==> config.mk <==
export PLATFORM = sky130hd
export DESIGN_NAME = alu_arbiter
export DESIGN_NICKNAME = d
export VERILOG_FILES = /design/src/rtl/alu_arbiter_pkg.sv /design/src/rtl/alu_arbiter_alu.sv /design/src/rtl/alu_arbiter.sv
export SDC_FILE = /design/constraint.sdc
export NUM_CORES = 1
export LEC_CHECK = 0
export ABC_AREA = 0
export BUFFER_PORTS_ARGS = -buffer_cell sky130_fd_sc_hd__buf_2
export CAP_MARGIN = 25
export CORE_MARGIN = 2
export CORE_UTILIZATION = 30
export DETAILED_ROUTE_END_ITERATION = 6
export REMOVE_ABC_BUFFERS = 1
export SKIP_CTS_REPAIR_TIMING = 1
export SYNTH_ARGS = -nofsm -noshare
export SYNTH_HDL_FRONTEND = slang
export SYNTH_SLANG_ARGS = --single-unit
==> constraint.sdc <==
create_clock -name clk -period 12.15 [get_ports clk]
set_clock_uncertainty 0.2 [all_clocks]
set_input_delay 2.43 -clock clk [delete_from_list [all_inputs] [get_ports clk]]
set_output_delay 2.43 -clock clk [all_outputs]
set_load 0.02 [all_outputs]
==> src/rtl/alu_arbiter_pkg.sv <==
// Shared ALU opcode encoding, requester indices and slot state type used by
// the ALU, the decoder and the ALU arbiter.
package alu_arbiter_pkg;

  localparam int XLEN = 32;

  typedef logic [3:0] alu_op_t;

  localparam alu_op_t ALU_ADD  = 4'b0000;
  localparam alu_op_t ALU_SUB  = 4'b0001;
  localparam alu_op_t ALU_AND  = 4'b0010;
  localparam alu_op_t ALU_OR   = 4'b0011;
  localparam alu_op_t ALU_XOR  = 4'b0100;
  localparam alu_op_t ALU_SLL  = 4'b0101;
  localparam alu_op_t ALU_SRL  = 4'b0110;
  localparam alu_op_t ALU_SRA  = 4'b0111;
  localparam alu_op_t ALU_SLT  = 4'b1000;
  localparam alu_op_t ALU_SLTU = 4'b1001;

  localparam logic REQ0 = 1'b0;
  localparam logic REQ1 = 1'b1;

  typedef enum logic {
    SLOT_EMPTY = 1'b0,
    SLOT_HOLD  = 1'b1
  } slot_state_e;

endpackage

==> src/rtl/alu_arbiter_alu.sv <==
// Purely combinational 32-bit ALU; opcodes outside ADD..SLTU produce zero.
module alu_arbiter_alu
  import alu_arbiter_pkg::*;
(
  input  logic [XLEN-1:0] a,
  input  logic [XLEN-1:0] b,
  input  logic [3:0]      op,
  output logic [XLEN-1:0] result,
  output logic            zero
);

  logic [4:0] shamt;

  assign shamt = b[4:0];

  always_comb begin
    result = '0;
    case (op)
      ALU_ADD:  result = a + b;
      ALU_SUB:  result = a - b;
      ALU_AND:  result = a & b;
      ALU_OR:   result = a | b;
      ALU_XOR:  result = a ^ b;
      ALU_SLL:  result = a << shamt;
      ALU_SRL:  result = a >> shamt;
      ALU_SRA:  result = $unsigned($signed(a) >>> shamt);
      ALU_SLT:  result = {{(XLEN-1){1'b0}}, ($signed(a) < $signed(b))};
      ALU_SLTU: result = {{(XLEN-1){1'b0}}, (a < b)};
      default:  result = '0;
    endcase
  end

  assign zero = (result == '0);

endmodule

==> src/rtl/alu_arbiter.sv <==
// Two-requester front end sharing one ALU, with a single registered result
// slot that is handed back on the winning requester's response port.
module alu_arbiter
  import alu_arbiter_pkg::*;
#(
  parameter int FIXED_PRIO = 0
) (
  input  logic            clk,
  input  logic            rst,
  input  logic            req0_valid,
  output logic            req0_ready,
  input  logic [XLEN-1:0] req0_a,
  input  logic [XLEN-1:0] req0_b,
  input  logic [3:0]      req0_op,
  input  logic            req1_valid,
  output logic            req1_ready,
  input  logic [XLEN-1:0] req1_a,
  input  logic [XLEN-1:0] req1_b,
  input  logic [3:0]      req1_op,
  output logic            rsp0_valid,
  input  logic            rsp0_ready,
  output logic [XLEN-1:0] rsp0_result,
  output logic            rsp0_zero,
  output logic            rsp1_valid,
  input  logic            rsp1_ready,
  output logic [XLEN-1:0] rsp1_result,
  output logic            rsp1_zero,
  output slot_state_e     dbg_state
);

  // Handshake: a transfer happens on a port in a cycle where valid and ready
  // are both high at the rising edge; valid never waits for ready, and a
  // requester holds its operands while valid is high and ready is low.

  slot_state_e     state_q, state_d;
  logic            owner_q, owner_d;
  logic [XLEN-1:0] result_q, result_d;
  logic            zero_q, zero_d;
  logic            prio_q, prio_d;

  logic            grant_any;
  logic            grant_idx;
  logic            owner_fire;
  logic            accept;

  logic [XLEN-1:0] alu_a, alu_b, alu_result;
  logic [3:0]      alu_op;
  logic            alu_zero;

  always_comb begin
    grant_any = req0_valid | req1_valid;
    grant_idx = REQ0;
    if (req0_valid && req1_valid) begin
      grant_idx = (FIXED_PRIO != 0) ? REQ0 : prio_q;
    end else if (req1_valid) begin
      grant_idx = REQ1;
    end
  end

  // A draining slot can take a new op in the same cycle for full throughput.
  assign owner_fire = (state_q == SLOT_HOLD) &&
                      ((owner_q == REQ0) ? rsp0_ready : rsp1_ready);
  assign accept     = !rst && grant_any &&
                      ((state_q == SLOT_EMPTY) || owner_fire);

  assign req0_ready = accept && (grant_idx == REQ0);
  assign req1_ready = accept && (grant_idx == REQ1);

  assign alu_a  = (grant_idx == REQ1) ? req1_a  : req0_a;
  assign alu_b  = (grant_idx == REQ1) ? req1_b  : req0_b;
  assign alu_op = (grant_idx == REQ1) ? req1_op : req0_op;

  alu_arbiter_alu u_alu (
    .a      (alu_a),
    .b      (alu_b),
    .op     (alu_op),
    .result (alu_result),
    .zero   (alu_zero)
  );

  always_comb begin
    state_d  = state_q;
    owner_d  = owner_q;
    result_d = result_q;
    zero_d   = zero_q;
    prio_d   = prio_q;
    if (accept) begin
      state_d  = SLOT_HOLD;
      owner_d  = grant_idx;
      result_d = alu_result;
      zero_d   = alu_zero;
      if (FIXED_PRIO == 0) begin
        prio_d = !grant_idx;
      end
    end else if (owner_fire) begin
      state_d = SLOT_EMPTY;
    end
  end

  always_ff @(posedge clk or posedge rst) begin
    if (rst) begin
      state_q  <= SLOT_EMPTY;
      owner_q  <= REQ0;
      result_q <= '0;
      zero_q   <= 1'b0;
      prio_q   <= REQ0;
    end else begin
      state_q  <= state_d;
      owner_q  <= owner_d;
      result_q <= result_d;
      zero_q   <= zero_d;
      prio_q   <= prio_d;
    end
  end

  assign rsp0_valid  = (state_q == SLOT_HOLD) && (owner_q == REQ0);
  assign rsp1_valid  = (state_q == SLOT_HOLD) && (owner_q == REQ1);
  assign rsp0_result = result_q;
  assign rsp1_result = result_q;
  assign rsp0_zero   = zero_q;
  assign rsp1_zero   = zero_q;
  assign dbg_state   = state_q;

endmodule
==> results of run 1 <==
-- cell usage in the layout, fill, tap and decap left out, drive strengths merged, types with 15 or more instances in the layout --
cell type	synthesis	final
nand2	341	341
buf	106	252
nor2	143	143
o21ai	139	139
a21oi	127	127
inv	103	103
ha	97	97
mux2i	87	87
mux2	54	54
nand4	53	53
a221oi	50	50
nand3	49	49
nor3	38	38
o211ai	36	36
dfrtp	36	36
nand2b	35	35
a31oi	31	31
a211oi	27	27
o22ai	26	26
nor2b	26	26
o31ai	23	23
nor4	21	21
o221ai	21	21
and2	20	20
a21o	17	17
a221o	15	15
-- power by group through the flow --
stage | clock (mW) | sequential, mW | combinational (mW)
finish | 0.156 | 0.191 | 1.40
global route | 0.167 | 0.197 | 1.48
CTS | 0.161 | 0.192 | 1.36
detailed placement | 0 | 0.194 | 1.35
global placement | 0 | 0.192 | 1.35
floorplan | 0 | 0.284 | 0.755
-- cell usage after synthesis, types with 14 or more instances --
cell type	number	area [sq um]
buf_2	31	155
a21oi_1	125	626
inv_1	100	375
and2_1	19	119
nor4_1	21	131
o21ai_0	137	686
ha_1	97	1210
nand4_1	53	332
nand2b_1	35	219
o22ai_1	26	163
o31ai_1	22	165
nand2_1	341	1280
buf_4	39	293
o221ai_1	21	184
mux2_2	54	608
mux2i_1	87	871
dfrtp_1	36	901
a221oi_1	47	412
buf_1	32	120
nor3_1	38	190
o211ai_1	36	270
a221o_1	15	150
clkbuf_1	87	327
o21bai_1	14	105
nand3_1	49	245
nor2b_1	26	163
nor2_1	141	529
a21o_1	17	128
a211oi_1	27	203
a31oi_1	31	194
-- path summary, 6_finish.rpt --
path | from | endpoint | cells after the start
max reg2reg | prio_q | rsp0_zero | 17
min | rsp0_result[27] | rsp0_result[27] | 2
min in group asynchronous | rst | rsp0_result[3] | 3
max | req1_valid | rsp0_zero | 18
max in group asynchronous | rst | rsp0_result[11] | 3
min reg2reg | rsp0_result[27] | rsp0_result[27] | 2
-- registers in the layout, summed over array words and instances (netlist names) --
register	count
dbg_state	1
owner_q	1
prio_q	1
rsp0_result	32
rsp0_zero	1
-- cell families (layout without fill, tap and decap cells) --
logic type | after synthesis | in the layout | synth area share
DFF | 36 | 36 | 0.0661
buffers and inverters | 297 | 364 | 0.0976
adders and majority gates | 99 | 99 | 0.0920
xor gates and xnor gates | 12 | 12 | 0.00771
and+or+nand+nor | 797 | 797 | 0.276
muxes | 147 | 147 | 0.118
AOI/OAI and AO/OA | 669 | 669 | 0.342
-- final cells by class --
cell class / count / area, sq um
Clock inverter: 3 / 42.5
Timing Repair Buffer: 252 / 1360
Fill cell: 5053 / 30100
Sequential cell: 36 / 901
Tap cell: 600 / 751
Multi-Input combinational cell: 1724 / 11400
Inverter: 104 / 390
Clock buffer: 5 / 125
-- stage by stage --
step	cells	hold slack (ns)	setup slack, ns
2_1_floorplan	1864	0.280	1.10
3_3_place_gp	2713	0.275	2.83
3_5_place_dp	2715	0.285	2.66
4_1_cts	2723	0.300	2.93
5_1_grt	2724	0.320	2.53
6_report	2724	0.288	2.77
-- metal layers --
metal	wire (microns)	share of wire	vias to the layer above	GRT usage
met2	32000	0.43	1075	0.464
met3	5960	0.081	192	0.0442
met4	5110	0.069	2	0.177
li1	-	-	7790	-
met5	15	0.00020	-	0
met1	30700	0.42	8358	0.396
-- critical path, stage by stage --
cell,delay (ns)
buf_2,0.30
inv_2,0.10
buf_4,0.34
o21ai_0,0.30
nand2_1,0.13
buf_4,0.36
inv_1,0.49
ha_1,0.44
o41a_1,0.55
a2111oi_2,0.73
mux2_2,0.42
nor4_1,0.55
o221ai_1,0.35
a2111oi_0,0.66
nand4_1,0.16
or4_1,0.49
or2_1,0.29
o31ai_2,0.23
==> flow_summary.json, run 1 <==
{
  "final_util": 0.333,
  "cts_inserted_buffers": 5,
  "grt_max_degree": 83,
  "tns_ns": 0,
  "finalNetCount": 2364,
  "num_antenna_cells": 0,
  "path_clk_slew_ns": 0.06,
  "ys.flop_type": "dfrtp_1",
  "crit_type": "input pin to register",
  "viasPerCell": 6.39,
  "startpoint_type": "input pin",
  "num_io_pins": 213,
  "internal-power_mw": 0.696,
  "max_freq_mhz": 107,
  "cp_max_fo": 29,
  "gp_congestion": 1.10,
  "p_per_area_nw_per_um2": 116,
  "async_flop_share": 1.00,
  "drt_iter0_markers": 2740,
  "grt_pass1_vias": 15864,
  "combinationalPowerShare": 0.801,
  "overflow": 0,
  "grt_antenna_before_repair": 4,
  "rsz0062_at_grt": "false",
  "dieArea_sq_um": 47100,
  "area_growth_syn_to_layout_pct": 10.1,
  "synth_area_sq_um": 13600,
  "hold_class": "register to register",
  "synth-seq-cells": 36,
  "cts-root-buf": "clkbuf_16",
  "postSynthAreaPerCell_sq_um": 6.62,
  "netSwitchingFraction": 0.601,
  "ant_nets": 0,
  "synth_edf_count": 0,
  "p_total_mw": 1.74,
  "clk_path_buf_depth": 2,
  "switchingPower_mw": 1.05,
  "drt_pre_antenna_iters": 6,
  "worst_skew_pair.late_latency_ns": 0.28,
  "cts.sinks": 36,
  "drv_cap": 0,
  "seqPwrFrac": 0.110,
  "setup_violations": 0,
  "yosysWarnings": 0,
  "power_frac_clock": 0.089,
  "required_ns": 12.15,
  "num_vias": 17417,
  "ys_types": 96,
  "max_slew_margin": 0.170,
  "post-route-period-util": 0.772,
  "fin_crit_ns": 9.38,
  "num_rows": 78,
  "drv_slew": 0,
  "place_area_sq_um": 14800,
  "ir_worst_vdd_mv": 0.0688,
  "final_area_sq_um": 15000,
  "grt_pass1_wl_microns": 108000,
  "htree_levels": 2,
  "worst_slew_pin_slew_ns": 1.24,
  "critical_path_arrival_ns": 9.38,
  "leakage_nw": 6.66,
  "reg2reg_slack_ns": 4.57,
  "start_util": 0.302,
  "grt_use_total": 0.300,
  "place_hpwl_microns": 58400,
  "drc_errors": 0,
  "drt_wl_total_microns": 73700,
  "dieHeight_microns": 217,
  "crit_path_end_kind": "register",
  "syn_inst": 2057,
  "wl_per_cell_microns": 27.1,
  "drive_above_1_share": 0.177,
  "hold_violations": 0,
  "port-buffer-count": 212,
  "status": "finished clean",
  "cts_tree": "built",
  "yosysSeqAreaShare": 0.0661,
  "coreArea_sq_um": 45100,
  "chipWidth_microns": 217
}
Power figures use the tool's default switching activity.
==> run 2: changes to the inputs <==
- ABC_AREA: 0 -> 1
- clock period: 12.15 -> 9.4 ns (I/O delays scaled with it)
==> run 2 against run 1 <==
The flow now finishes with violations (design-rule violations). Routed wire length down 17%. Die area down 9.5%. Via count down 5.7%. Non-clock buffer count down 21. Clock power up 4%. Cell area down 9.7%. Critical endpoint unchanged. Critical path depth up 3. Count of clock-buffer cells in the layout unchanged.
==> flow_summary.json, run 2 <==
{
  "synth.top_cell.area_share": 0.210,
  "crit_path_end_kind": "register",
  "synth_edf_count": 0,
  "final_common_cell": "nand2_1",
  "drt_wl_total_microns": 61300,
  "cts_inserted_buffers": 5,
  "cts_tree": "built",
  "grt_pass1_wl_microns": 90800,
  "final_area_sq_um": 13500,
  "place_hpwl_microns": 50600,
  "slowest_delay_ns": 0.49,
  "fin_crit_ns": 6.54,
  "routed-wl-met2_microns": 27500,
  "yosysSeqAreaShare": 0.0732,
  "top_layer_used": "met4",
  "hold_class": "register to register",
  "path_cells": "buf_2 > nand2_4 > buf_12 > o21ai_4 > buf_4 > inv_2 > ha_1 > a21oi_1 > nor2_1 > nor2_1 > o21ai_0 > a21oi_1 > o21ai_0 > xor2_1 > a21oi_1 > nand2_1 > nor2_1 > nand3_1 > nor2_1 > nand3_1 > nand2_1",
  "grt_use_total": 0.282,
  "viasPerCell": 5.46,
  "async_flop_share": 1.00,
  "r2r_start": "prio_q",
  "path_clk_slew_ns": 0.06,
  "place_ws_ns": 2.65,
  "wl_met3_microns": 5700,
  "chipWidth_microns": 207,
  "overflow": 0,
  "crit_type": "input pin to register",
  "grt_max_degree": 76,
  "ir_worst_vdd_mv": 0.151,
  "layout_setup_ws_ns": 2.86,
  "critical_path_arrival_ns": 6.56,
  "port-buffer-count": 212,
  "fillers": 4776,
  "dieArea_sq_um": 42700,
  "rsz0062_at_grt": "false",
  "finalNetCount": 2713,
  "yosysTopAreaCell": "nand2_1",
  "hold_start": "rsp0_result[19]",
  "max_freq_mhz": 153,
  "num_vias": 16422,
  "place_area_sq_um": 13400,
  "num_antenna_cells": 0,
  "worst_slew_pin_slew_ns": 1.04,
  "synth_area_sq_um": 12300,
  "synth-seq-cells": 36,
  "ys_types": 46,
  "drc_errors": 32,
  "max_slew_margin": 0.308,
  "synth_most_common_cell": "nand2_1",
  "cp_max_fo": 75,
  "drv_slew": 0,
  "htree_levels": 2,
  "drive_above_1_share": 0.116,
  "multi_input_area_sq_um": 9520,
  "coreArea_sq_um": 40600,
  "drv_cap": 0,
  "ys.flop_type": "dfrtp_1",
  "cts-root-buf": "clkbuf_16",
  "startpoint_type": "input pin",
  "area_growth_syn_to_layout_pct": 10.0,
  "drt-met1-wl_microns": 25200,
  "yosysWarnings": 0,
  "status": "finished with violations",
  "postSynthAreaPerCell_sq_um": 5.17,
  "worst_skew_pair.late_latency_ns": 0.28,
  "syn_inst": 2383,
  "post-route-period-util": 0.695,
  "wl_per_cell_microns": 20.4,
  "gp_congestion": 1.03,
  "p_per_area_nw_per_um2": 201,
  "dieHeight_microns": 207,
  "cp_slowest_cell": "buf_4",
  "tns_ns": 0,
  "violations": "design-rule violations",
  "cts.sinks": 36,
  "synth_area_leaders": "nand2_1, nand3_1, ha_1",
  "drt_iter0_markers": 1841,
  "final-seq-area_sq_um": 901,
  "drt_pre_antenna_iters": 7,
  "synth_common_cells": "nand2_1, nand3_1, inv_1",
  "ant_nets": 0,
  "grt_pass1_vias": 15164,
  "num_io_pins": 213,
  "hold_violations": 0,
  "required_ns": 9.42,
  "start_util": 0.303,
  "clk_path_buf_depth": 2,
  "cp-startpoint": "req1_valid",
  "path_common_cell": "nor2_1",
  "largest_reg_flops": 32,
  "grt_antenna_before_repair": 0,
  "setup_violations": 0,
  "num_rows": 74,
  "final_cell_mix": "nand2_1, nand3_1, inv_1",
  "leakage_nw": 7.43
}
## run 2: cell count changes in the layout (fill, tap and decap cells not counted), sizes merged, moves of 43 or more
cell,delta
nand3,+399
nand2,+364
inv,+189
mux2i,-87
nor2,+84
mux2,-54
a221oi,-48
o21ai,+44
nand4,-43
## run 2: path summary, 6_finish.rpt
| kind | endpoint | slack, ns | cells past startpoint |
|---|---|---|---|
| min reg2reg | rsp0_result[19] | 0.31 | 2 |
| max reg2reg | rsp0_zero | 4.13 | 27 |
| max in group asynchronous | rsp0_result[0] | 7.16 | 3 |
| max | rsp0_zero | 2.86 | 21 |
| min in group asynchronous | rsp0_result[31] | 1.50 | 3 |
| min | rsp0_result[19] | 0.31 | 2 |
## run 2: power breakdown
group / internal (mW) / switching, mW / leakage [nW]
Sequential: 0.223 / 0.0560 / 0.452
Clock: 0.0976 / 0.0644 / 0.0736
Combinational: 0.615 / 1.66 / 6.90
Total: 0.936 / 1.78 / 7.43
## run 2: critical path, delay by kind of cell
| family | cells | cell delay (ns) |
|---|---|---|
| buffers and inverters | 4 | 1.58 |
| adders and majority gates | 1 | 0.35 |
| xor gates and xnor gates | 1 | 0.17 |
| AOI/OAI and AO/OA | 6 | 1.31 |
| and+or+nand+nor | 9 | 1.22 |
## run 2: per-stage QoR
step	util	instances	hold slack, ns	total power, mW
global placement	0.329	2995	0.296	2.51
finish	0.333	3005	0.312	2.72
floorplan	-	2234	0.345	1.68
global route	0.333	3005	0.348	2.95
detailed placement	0.330	2997	0.288	2.49
CTS	0.333	3005	0.309	2.66
## run 2: cell families after synthesis
group | count (synthesis) | synth area share
AND/OR/NAND/NOR | 1434 | 0.501
buffers and inverters | 441 | 0.155
AO/OA/AOI/OAI | 369 | 0.166
adder cells (fa/ha/maj) | 99 | 0.102
flip-flops | 36 | 0.0732
XOR/XNOR | 4 | 0.00285
## run 2: cell type report
type | instances | area share
repair buffers | 231 | 0.0901
well taps | 532 | 0.0491
clock buffers | 5 | 0.00924
multi-input cells | 1906 | 0.703
flip-flops and latches | 36 | 0.0665
clock inverters | 3 | 0.00139
inverters | 292 | 0.0809
## run 2: per-layer routing
metal  vias up  global-route usage
met5         -                   0
met4         0               0.105
met3       158              0.0576
met2       855               0.457
met1      7497               0.367
li1       7912                   -
==> run 3: changes to the inputs <==
- clock period: 9.4 -> 5.24 ns (I/O delays scaled with it)
==> run 3 against run 2 <==
The flow now finishes without violations. Critical path depth grew 3. Core utilization grew 1.6 points. Die area is the same. Final cell count grew 2.6%. First-iteration DRC count grew 18%. Non-clock buffer count grew 78. Global-route usage grew 0.36 points. Hold slack gained 0.0011 ns. Power grew 88%. Count of clock-buffer cells in the layout is the same. Critical endpoint unchanged. Largest cell class unchanged. Highest routed layer unchanged.
==> flow_summary.json, run 3 (synthesis gave the netlist of run 2 again) <==
{
  "reg2reg_slack_ns": 0.65,
  "cts_inserted_buffers": 5,
  "slowest_delay_ns": 0.70,
  "place_hpwl_microns": 52800,
  "grt_max_degree": 67,
  "rsz0062_at_grt": "false",
  "cp_max_fo": 40,
  "area_growth_syn_to_layout_pct": 15.3,
  "final_common_cell": "nand2_1",
  "overflow": 0,
  "p_total_mw": 5.11,
  "drv_slew": 0,
  "rr_endpoint": "rsp0_zero",
  "grt_pass1_wl_microns": 91900,
  "path_common_cell": "nand2_1",
  "place_area_sq_um": 14000,
  "drt_iter0_markers": 2181,
  "wl_per_cell_microns": 20.4,
  "ant_nets": 0,
  "dieArea_sq_um": 42700,
  "netSwitchingFraction": 0.640,
  "final_util": 0.349,
  "path_cells": "buf_2 > nand2_4 > nand2_4 > buf_12 > nand2_1 > o21ai_2 > inv_1 > ha_1 > inv_1 > o31ai_1 > nand3_1 > nand2_1 > nand2_1 > nand2_1 > a21oi_1 > o21ai_0 > nand3_1 > nor2_1 > nand2_1 > nor2_1 > nand2_1 > nor2_1 > nand3_1 > nand2_1",
  "port-buffer-count": 212,
  "cp_slowest_cell": "o31ai_1",
  "switchingPower_mw": 3.27,
  "combinationalPowerShare": 0.844,
  "clk_path_buf_depth": 2,
  "post-route-period-util": 0.947,
  "seqPwrFrac": 0.098,
  "chipWidth_microns": 207,
  "final_cell_mix": "nand2_1, nand3_1, inv_1",
  "required_ns": 5.26,
  "drt_pre_antenna_iters": 7,
  "fillers": 4747,
  "worstSetupEndpoint": "rsp0_zero",
  "largest_reg_flops": 32,
  "hold_violations": 0,
  "crit_path_end_kind": "register",
  "fin_crit_ns": 4.96,
  "start_util": 0.303,
  "finalNetCount": 2791,
  "status": "finished clean",
  "gp_congestion": 1.06,
  "grt_antenna_before_repair": 1,
  "cp-startpoint": "req0_valid",
  "r2r_start": "prio_q",
  "path_clk_slew_ns": 0.06,
  "num_vias": 16902,
  "grt_pass1_vias": 15295,
  "setup_violations": 0,
  "cts-root-buf": "clkbuf_16",
  "worst_slew_pin_slew_ns": 1.02,
  "num_antenna_cells": 0,
  "max_freq_mhz": 201,
  "worst_skew_pair.late_latency_ns": 0.28,
  "drt_wl_total_microns": 62800,
  "cts.sinks": 36,
  "tns_ns": 0,
  "multi_input_area_sq_um": 9520,
  "drive_above_1_share": 0.143,
  "num_rows": 74,
  "crit_type": "input pin to register",
  "internal-power_mw": 1.84,
  "p_per_area_nw_per_um2": 360,
  "coreArea_sq_um": 40600,
  "htree_levels": 2,
  "power_frac_clock": 0.058,
  "final_area_sq_um": 14200,
  "drc_errors": 0,
  "viasPerCell": 5.48,
  "final-seq-area_sq_um": 901,
  "startpoint_type": "input pin",
  "leakage_nw": 7.82,
  "dieHeight_microns": 207,
  "r2r_cells": 24,
  "max_slew_margin": 0.320,
  "grt_use_total": 0.285,
  "hold_class": "register to register",
  "num_io_pins": 213,
  "cts_tree": "built",
  "ir_worst_vdd_mv": 0.209,
  "drv_cap": 0,
  "critical_path_arrival_ns": 4.98
}
[run 3: per-stage QoR]
step	setup slack (ns)	instances	hold slack, ns
floorplan	-1.18	2234	0.345
CTS	0.467	3083	0.314
global placement	0.139	3075	0.293
global route	0.0427	3083	0.337
detailed placement	0.182	3075	0.297
finish	0.277	3083	0.313
[run 3: metal layers]
metal  global-route usage  part of all wire
met1                0.379              0.40
met2                0.462              0.45
met3               0.0405             0.096
met4                0.120             0.051
met5                    0                 0
[run 3: power groups by stage]
stage	clock, mW	sequential, mW	combinational (mW)
6_report	0.295	0.501	4.32
5_1_grt	0.309	0.523	4.67
4_1_cts	0.299	0.502	4.18
3_5_place_dp	0	0.504	4.17
3_3_place_gp	0	0.506	4.20
2_1_floorplan	0	0.779	2.23
[run 3: worst min path at each step]
stage	from	endpoint	slack (ns)	cells after the start
finish	rsp0_result[11]	rsp0_result[11]	0.31	2
global route	rsp0_result[25]	rsp0_result[25]	0.34	2
CTS	rsp0_result[19]	rsp0_result[19]	0.31	2
detailed placement	rsp0_result[19]	rsp0_result[19]	0.30	2
global placement	rsp0_result[24]	rsp0_result[24]	0.29	2
floorplan	owner_q	owner_q	0.34	2
[run 3: cell type report]
class | instances | area share
repair buffers | 309 | 0.131
flip-flops and latches | 36 | 0.0635
multi-input cells | 1906 | 0.671
clock buffers | 5 | 0.00882
well taps | 532 | 0.0469
clock inverters | 3 | 0.00132
inverters | 292 | 0.0772
[run 3: worst max-delay path, delay by kind of cell]
family	cells	cell delay [ns]
AOI/OAI and AO/OA	4	1.02
adders and majority gates	1	0.30
and+or+nand+nor	15	2.05
buffers and inverters	4	0.53
